`src/rtl/calc_if.sv`:
```
// Handshake and result bundle between a requester and the BCD calculator.
// The master drives the request fields; the slave returns status and results.
interface calc_if #(
    parameter int DIGITS = 2,
    parameter int OPW    = 7,
    parameter int RW     = 2 * OPW
);
    logic                  start;
    logic [1:0]            op;
    logic [4*DIGITS-1:0]   a_bcd;
    logic [4*DIGITS-1:0]   b_bcd;
    logic                  busy;
    logic                  done;
    logic [RW-1:0]         result;
    logic [OPW-1:0]        rem;
    logic                  neg;
    logic                  err;

    modport master (
        output start, op, a_bcd, b_bcd,
        input  busy, done, result, rem, neg, err
    );

    modport slave (
        input  start, op, a_bcd, b_bcd,
        output busy, done, result, rem, neg, err
    );
endinterface

```
`src/rtl/calc_engine.sv`:
```
// BCD-input calculator: converts two packed-BCD operands to binary, then
// adds, subtracts, multiplies (shift-add) or divides (restoring) them.
module calc_engine #(
    parameter int DIGITS = 2,
    parameter int OPW    = 7,
    parameter int RW     = 2 * OPW
) (
    input logic    clk,
    input logic    rst_n,
    calc_if.slave  bus
);
    localparam int CMAX = (OPW > DIGITS) ? OPW : DIGITS;
    localparam int CW   = $clog2(CMAX + 1);

    typedef enum logic [1:0] {IDLE, CONV, EXEC, DONE} state_t;
    typedef enum logic [1:0] {OP_ADD, OP_SUB, OP_MUL, OP_DIV} op_t;

    state_t              state_q, state_d;
    op_t                 op_q, op_d;
    logic [4*DIGITS-1:0] a_sh_q, a_sh_d, b_sh_q, b_sh_d;
    logic [OPW-1:0]      a_q, a_d, b_q, b_d;
    logic [RW-1:0]       mcand_q, mcand_d, prod_q, prod_d;
    logic [OPW-1:0]      part_q, part_d;
    logic [CW-1:0]       cnt_q, cnt_d;
    logic                bad_q, bad_d;
    logic                busy_q, busy_d, done_q, done_d, neg_q, neg_d, err_q, err_d;
    logic [RW-1:0]       result_q, result_d;
    logic [OPW-1:0]      rem_q, rem_d;

    logic [OPW-1:0]      a_conv, b_conv, sub_mag, quot_next;
    logic                sub_neg, div_ok;
    logic [RW-1:0]       prod_step;
    logic [OPW:0]        div_shift, div_trial;

    function automatic logic has_bad_digit(input logic [4*DIGITS-1:0] v);
        logic bad;
        bad = 1'b0;
        for (int i = 0; i < DIGITS; i++) begin
            if (v[4*i +: 4] > 4'd9) bad = 1'b1;
        end
        return bad;
    endfunction

    assign a_conv    = a_q * OPW'(10) + {{(OPW-4){1'b0}}, a_sh_q[4*DIGITS-1 -: 4]};
    assign b_conv    = b_q * OPW'(10) + {{(OPW-4){1'b0}}, b_sh_q[4*DIGITS-1 -: 4]};
    assign sub_neg   = (a_q < b_q);
    assign sub_mag   = sub_neg ? (b_q - a_q) : (a_q - b_q);
    assign prod_step = prod_q + (b_q[0] ? mcand_q : '0);
    // Restoring step: a_q holds the dividend bits and fills up with quotient bits.
    assign div_shift = {part_q, a_q[OPW-1]};
    assign div_trial = div_shift - {1'b0, b_q};
    assign div_ok    = ~div_trial[OPW];
    assign quot_next = {a_q[OPW-2:0], div_ok};

    always_comb begin
        state_d  = state_q;
        op_d     = op_q;
        a_sh_d   = a_sh_q;
        b_sh_d   = b_sh_q;
        a_d      = a_q;
        b_d      = b_q;
        mcand_d  = mcand_q;
        prod_d   = prod_q;
        part_d   = part_q;
        cnt_d    = cnt_q;
        bad_d    = bad_q;
        busy_d   = busy_q;
        done_d   = 1'b0;
        result_d = result_q;
        rem_d    = rem_q;
        neg_d    = neg_q;
        err_d    = err_q;
        case (state_q)
            IDLE: begin
                if (bus.start) begin
                    op_d    = op_t'(bus.op);
                    a_sh_d  = bus.a_bcd;
                    b_sh_d  = bus.b_bcd;
                    bad_d   = has_bad_digit(bus.a_bcd) | has_bad_digit(bus.b_bcd);
                    a_d     = '0;
                    b_d     = '0;
                    cnt_d   = '0;
                    busy_d  = 1'b1;
                    state_d = CONV;
                end
            end
            CONV: begin
                a_d    = a_conv;
                b_d    = b_conv;
                a_sh_d = a_sh_q << 4;
                b_sh_d = b_sh_q << 4;
                cnt_d  = cnt_q + CW'(1);
                if (cnt_q == CW'(DIGITS - 1)) begin
                    cnt_d   = '0;
                    prod_d  = '0;
                    part_d  = '0;
                    mcand_d = {{(RW-OPW){1'b0}}, a_conv};
                    state_d = EXEC;
                    if (bad_q || (op_q == OP_DIV && b_conv == '0)) begin
                        result_d = '0;
                        rem_d    = '0;
                        neg_d    = 1'b0;
                        err_d    = 1'b1;
                        done_d   = 1'b1;
                        state_d  = DONE;
                    end
                end
            end
            EXEC: begin
                rem_d = '0;
                neg_d = 1'b0;
                err_d = 1'b0;
                case (op_q)
                    OP_ADD: begin
                        result_d = {{(RW-OPW){1'b0}}, a_q} + {{(RW-OPW){1'b0}}, b_q};
                        done_d   = 1'b1;
                        state_d  = DONE;
                    end
                    OP_SUB: begin
                        result_d = {{(RW-OPW){1'b0}}, sub_mag};
                        neg_d    = sub_neg;
                        done_d   = 1'b1;
                        state_d  = DONE;
                    end
                    OP_MUL: begin
                        prod_d  = prod_step;
                        mcand_d = mcand_q << 1;
                        b_d     = b_q >> 1;
                        cnt_d   = cnt_q + CW'(1);
                        if (cnt_q == CW'(OPW - 1)) begin
                            result_d = prod_step;
                            done_d   = 1'b1;
                            state_d  = DONE;
                        end else begin
                            result_d = result_q;
                        end
                    end
                    default: begin
                        part_d = div_ok ? div_trial[OPW-1:0] : div_shift[OPW-1:0];
                        a_d    = quot_next;
                        cnt_d  = cnt_q + CW'(1);
                        if (cnt_q == CW'(OPW - 1)) begin
                            result_d = {{(RW-OPW){1'b0}}, quot_next};
                            rem_d    = div_ok ? div_trial[OPW-1:0] : div_shift[OPW-1:0];
                            done_d   = 1'b1;
                            state_d  = DONE;
                        end
                    end
                endcase
                // Outputs only change on DONE entry; hold them while still iterating.
                if (state_d != DONE) begin
                    rem_d = rem_q;
                    neg_d = neg_q;
                    err_d = err_q;
                end
            end
            default: begin
                busy_d  = 1'b0;
                state_d = IDLE;
            end
        endcase
    end

    always_ff @(posedge clk or negedge rst_n) begin
        if (!rst_n) begin
            state_q  <= IDLE;
            op_q     <= OP_ADD;
            a_sh_q   <= '0;
            b_sh_q   <= '0;
            a_q      <= '0;
            b_q      <= '0;
            mcand_q  <= '0;
            prod_q   <= '0;
            part_q   <= '0;
            cnt_q    <= '0;
            bad_q    <= 1'b0;
            busy_q   <= 1'b0;
            done_q   <= 1'b0;
            result_q <= '0;
            rem_q    <= '0;
            neg_q    <= 1'b0;
            err_q    <= 1'b0;
        end else begin
            state_q  <= state_d;
            op_q     <= op_d;
            a_sh_q   <= a_sh_d;
            b_sh_q   <= b_sh_d;
            a_q      <= a_d;
            b_q      <= b_d;
            mcand_q  <= mcand_d;
            prod_q   <= prod_d;
            part_q   <= part_d;
            cnt_q    <= cnt_d;
            bad_q    <= bad_d;
            busy_q   <= busy_d;
            done_q   <= done_d;
            result_q <= result_d;
            rem_q    <= rem_d;
            neg_q    <= neg_d;
            err_q    <= err_d;
        end
    end

    assign bus.busy   = busy_q;
    assign bus.done   = done_q;
    assign bus.result = result_q;
    assign bus.rem    = rem_q;
    assign bus.neg    = neg_q;
    assign bus.err    = err_q;
endmodule
```
`src/flat_wrapper.sv`:
```
// flat-port wrapper written by rule: the top's interface ports become plain ports
module calc_engine_flat 
#(
    parameter int DIGITS = 2,
    parameter int OPW    = 7,
    parameter int RW     = 2 * OPW
)
  (clk, rst_n, bus_start, bus_op, bus_a_bcd, bus_b_bcd, bus_busy, bus_done, bus_result, bus_rem, bus_neg, bus_err);
  calc_if #(.DIGITS(DIGITS), .OPW(OPW), .RW(RW)) bus_i ();
  input logic clk;
  input logic rst_n;
  input wire logic [$bits(bus_i.start)-1:0] bus_start;
  input wire logic [$bits(bus_i.op)-1:0] bus_op;
  input wire logic [$bits(bus_i.a_bcd)-1:0] bus_a_bcd;
  input wire logic [$bits(bus_i.b_bcd)-1:0] bus_b_bcd;
  output wire logic [$bits(bus_i.busy)-1:0] bus_busy;
  output wire logic [$bits(bus_i.done)-1:0] bus_done;
  output wire logic [$bits(bus_i.result)-1:0] bus_result;
  output wire logic [$bits(bus_i.rem)-1:0] bus_rem;
  output wire logic [$bits(bus_i.neg)-1:0] bus_neg;
  output wire logic [$bits(bus_i.err)-1:0] bus_err;
  assign bus_i.start = bus_start;
  assign bus_i.op = bus_op;
  assign bus_i.a_bcd = bus_a_bcd;
  assign bus_i.b_bcd = bus_b_bcd;
  assign bus_busy = bus_i.busy;
  assign bus_done = bus_i.done;
  assign bus_result = bus_i.result;
  assign bus_rem = bus_i.rem;
  assign bus_neg = bus_i.neg;
  assign bus_err = bus_i.err;
  calc_engine #(.DIGITS(DIGITS), .OPW(OPW), .RW(RW)) u_core (.clk(clk), .rst_n(rst_n), .bus(bus_i));
endmodule
```
`config.mk`:
```
export PLATFORM = sky130hd
export DESIGN_NAME = calc_engine_flat
export DESIGN_NICKNAME = d
export VERILOG_FILES = /design/src/rtl/calc_if.sv /design/src/rtl/calc_engine.sv /design/src/flat_wrapper.sv
export SDC_FILE = /design/constraint.sdc
export NUM_CORES = 1
export LEC_CHECK = 0
export ABC_AREA = 1
export ABC_CLOCK_PERIOD_IN_PS = 6500
export BUFFER_PORTS_ARGS = -buffer_cell sky130_fd_sc_hd__buf_2
export CORE_ASPECT_RATIO = 0.7
export CORE_MARGIN = 2
export CORE_UTILIZATION = 25
export CTS_BUF_LIST = sky130_fd_sc_hd__clkbuf_8
export DETAILED_ROUTE_END_ITERATION = 8
export PLACE_DENSITY_LB_ADDON = 0.25
export SETUP_SLACK_MARGIN = 0.4
export SYNTH_ARGS = -nofsm -noshare
export SYNTH_HDL_FRONTEND = slang
export SYNTH_SLANG_ARGS = --single-unit
```
`constraint.sdc`:
```
create_clock -name clk -period 6.5 [get_ports clk]
set_input_delay 0.325 -clock clk [delete_from_list [all_inputs] [get_ports clk]]
set_output_delay 0.325 -clock clk [all_outputs]
set_load 0.05 [all_outputs]
```
==> results.json <==
{
  "status": "finished, final reports clean",
  "switching_share_pct": 57.19,
  "min_to": "u_core.b_sh_q[0]",
  "nFillCells": 3173,
  "dpl.hpwl_mm": 16.57,
  "p_int_uw": 1764,
  "yosysUniqueCellTypes": 44,
  "yosysTopAreaCellShare_pct": 33.87,
  "wire_per_inst_um": 15.28,
  "cts_root_buf": "clkbuf_8",
  "holdPathStages": 3,
  "ios": 46,
  "worst_hold_path_type": "in2reg",
  "worstSetupEndpointType": "register",
  "ir_worst_vdd_v": 0.0001924,
  "synthTopCellsByArea": "dfrtp_1 (34%), nand2_1 (14%), ha_1 (11%)",
  "syn_area_mm2": 0.007241,
  "hold_start": "bus_b_bcd[0]",
  "cp_num_buf_inv": 3,
  "yosysWarnings": 0,
  "synth_simple_gate_area_share_pct": 28.75,
  "grt_pass1_vias": 5966,
  "place.gp.congestion": 0.8669,
  "coreArea_mm2": 0.02869,
  "post_cts_buffers": 0,
  "setup.worst_path.class": "reg2reg",
  "vias": 6436,
  "path_clk_slew_ns": 0.10,
  "postRouteAntennaNets": 0,
  "holdWs_ns": 0.1556,
  "final_net_count": 1109,
  "drive_gt1_share_pct": 9.883,
  "cp_slowest_cell": "dfrtp_1",
  "final_hold_viol_count": 0,
  "numPortBuffers": 45,
  "combPwrFrac_pct": 66.3,
  "die_w_um": 207.4,
  "power_leakage_uw": 0.004200,
  "r2r_end": "u_core.bus.rem[6]",
  "period_needed_ns": 3.020,
  "skew_ns": 0.01281,
  "synth_seq_cells": 98,
  "gr-total-overflow": 0,
  "muxShareOfSynthArea_pct": 0,
  "r2r-start": "u_core.b_q[0]",
  "die_h_um": 146.4,
  "synth_fa_ha_area_share_pct": 13.20,
  "synthTopCellsByCount": "nand2_1 (273), inv_1 (127), dfrtp_1 (98), nand3_1 (92)",
  "grt_usage_pct": 14.46,
  "worstPathCellList": "ha_1, ha_1, inv_1, fa_1, inv_1, nand3_1, nand2_1, nand2_1, nor2_2, nand3_2, nand3_4, nand2_2, inv_2, nand3_1, nand2_1",
  "syn_to_final_growth_pct": 10.94,
  "cpMostUsedCell": "nand2_1",
  "clock-sinks": 98,
  "cts_buffer_depth": 2,
  "switching_power_uw": 2357,
  "diodes": 0,
  "dpl.cell_count": 1383,
  "post-synth-top-area-cell": "dfrtp_1",
  "synth.most_common_cell": "nand2_1",
  "max_stage_delay_ns": 0.82,
  "clkLatencyLatePin_ns": 0.40,
  "ctsResizeCount": 0,
  "maxCapViolCount": 0,
  "synth_compound_area_share_pct": 12.77,
  "ys.flop_type": "dfrtp_1",
  "layout_setup_ws_ns": 3.480,
  "clkPwrFrac_pct": 10.0,
  "dpl_worst_slack_ns": 3.500,
  "cts_tree": "built",
  "worst-endpoint-required_ns": 6.85,
  "fp-row-count": 52,
  "crit_fanout": 20,
  "final.setup.tns_ns": 0,
  "antenna_found_initial": 0,
  "reg2reg_setup_slack_ns": 3.48,
  "post-route-period-util_pct": 46.47,
  "report.final.slew_viol_count": 0,
  "firstDrtPassIters": 5,
  "vias_per_cell": 4.597,
  "cp_top_family": "simple AND/OR/NAND/NOR gates",
  "drt_iter0_markers": 503,
  "async_reset_ff_share_pct": 100.0,
  "worstMarginPinSlew_ns": 1.041,
  "synth_cells": 983,
  "synth-edff-count": 0,
  "rsz0062_at_grt": "no",
  "numCtsBuffers": 9,
  "grt_start_max_net_pins": 73,
  "synthXorXnorAreaFrac_pct": 2.298,
  "synth_top_family_by_area": "simple AND/OR/NAND/NOR gates",
  "seq_power_share_pct": 23.7,
  "avgSynthCellArea_um2": 7.366,
  "die_area_mm2": 0.03036,
  "relSlewSlack_pct": 30.37,
  "stdcell_count": 1400,
  "grt_first_pass_wirelength_mm": 34.50,
  "drc": 0,
  "startpoint_type": "register",
  "drt_wl_total_mm": 21.39,
  "h-tree-depth": 3,
  "rr_worst_depth": 15,
  "power_density_mw_per_mm2": 513.1,
  "arrival_ns": 3.37,
  "max_freq_ghz": 0.3311,
  "ys_seq_area_share_pct": 33.87,
  "syn-num-nets": 1075,
  "start_util_pct": 25.24,
  "finalSetupViolCount": 0
}
==> registers in the layout, summed over array words and instances (netlist names), 2 cells and up <==
name	count
u_core.a_q	7
u_core.a_sh_q	8
u_core.b_q	7
u_core.b_sh_q	8
u_core.bus.rem	7
u_core.bus.result	14
u_core.cnt_q	3
u_core.mcand_q	14
u_core.op_q	2
u_core.part_q	7
u_core.prod_q	14
u_core.state_q	2
==> cell usage in the layout, fill, tap and decap left out, drive strengths merged, types with 2 or more instances in the layout <==
master,instances
xnor2,8
a21oi,31
clkinv,3
nor3,6
o221ai,3
a22o,4
a32o,5
xor2,11
nand2,277
fa,9
ha,62
nand3,95
a31oi,7
or2,4
nand4,23
o221a,3
dfrtp,98
o22ai,8
clkbuf,12
buf,49
inv,136
a21o,2
o211ai,7
nor2,69
o21ai,79
a21boi,2
nand3b,3
==> repair_timing <==
| action | in CTS | in global routing |
|---|---|---|
| hold endpoints to repair | 26 | 0 |
| setup endpoints to repair | 0 | 0 |
| hold buffers | 1 | 0 |
==> worst reg2reg max path, stage by stage, from the launching register on <==
cell and delay [ns]:
dfrtp_1 0.82, ha_1 0.26, ha_1 0.14, inv_1 0.05, fa_1 0.48, inv_1 0.09
nand3_1 0.07, nand2_1 0.10, nand2_1 0.07, nor2_2 0.09, nand3_2 0.11, nand3_4 0.14
nand2_2 0.19, inv_2 0.19, nand3_1 0.11, nand2_1 0.08
==> worst max path at each step <==
stage / from / to / slack (ns) / depth (start not counted)
finish: u_core.b_q[0] / u_core.bus.rem[6] / 3.48 / 15
global route: u_core.b_q[0] / u_core.bus.result[1] / 3.22 / 14
CTS: u_core.b_q[0] / u_core.bus.result[1] / 3.50 / 14
detailed placement: u_core.b_q[0] / u_core.bus.result[1] / 3.50 / 14
global placement: u_core.b_q[0] / u_core.bus.rem[6] / 3.56 / 15
floorplan: u_core.b_q[1] / u_core.bus.result[13] / 3.99 / 15
==> cell type report <==
cell class              count  area, µm²  area share, %
multi-input cells         722       4129          51.40
flip-flops and latches     98       2452          30.53
inverters                 136      511.7          6.371
well taps                 378      473.0          5.888
repair buffers             50      267.8          3.333
clock buffers              12      165.2          2.056
clock inverters             4      33.78         0.4206
==> metal layers <==
metal  track usage (%)  vias to the layer above  routed length, µm
li1                  -                     3291                  -
met1             25.02                     2972              12720
met2             17.43                      164               7373
met3             2.904                        9               1142
met4             2.464                        0                155
met5                 0                        -                  0
==> stage by stage <==
| step | util [%] | cell area [µm²] | power (µW) |
|---|---|---|---|
| 6_report | 28.00 | 8033 | 4121 |
| 5_1_grt | 28.00 | 8033 | 4539 |
| 4_1_cts | 28.00 | 8033 | 4117 |
| 3_5_place_dp | 27.27 | 7824 | 3687 |
| 3_3_place_gp | 27.27 | 7824 | 3689 |
| 2_1_floorplan | - | 7241 | 2998 |
==> cells by family after synthesis <==
kind of cell	count (synthesis)
fa+ha+maj	71
xor+xnor	19
compound gates	155
simple gates	477
buf+inv	163
flops	98
==> power by group through the flow <==
stage               combinational, µW  clock (µW)  sequential [µW]
finish                           2730         411              978
detailed placement               2700           0              987
global placement                 2700           0              988
CTS                              2710         430              975
global route                     3080         454             1000
floorplan                        2000           0              995
Note: power is estimated with default switching activity, not from simulation.
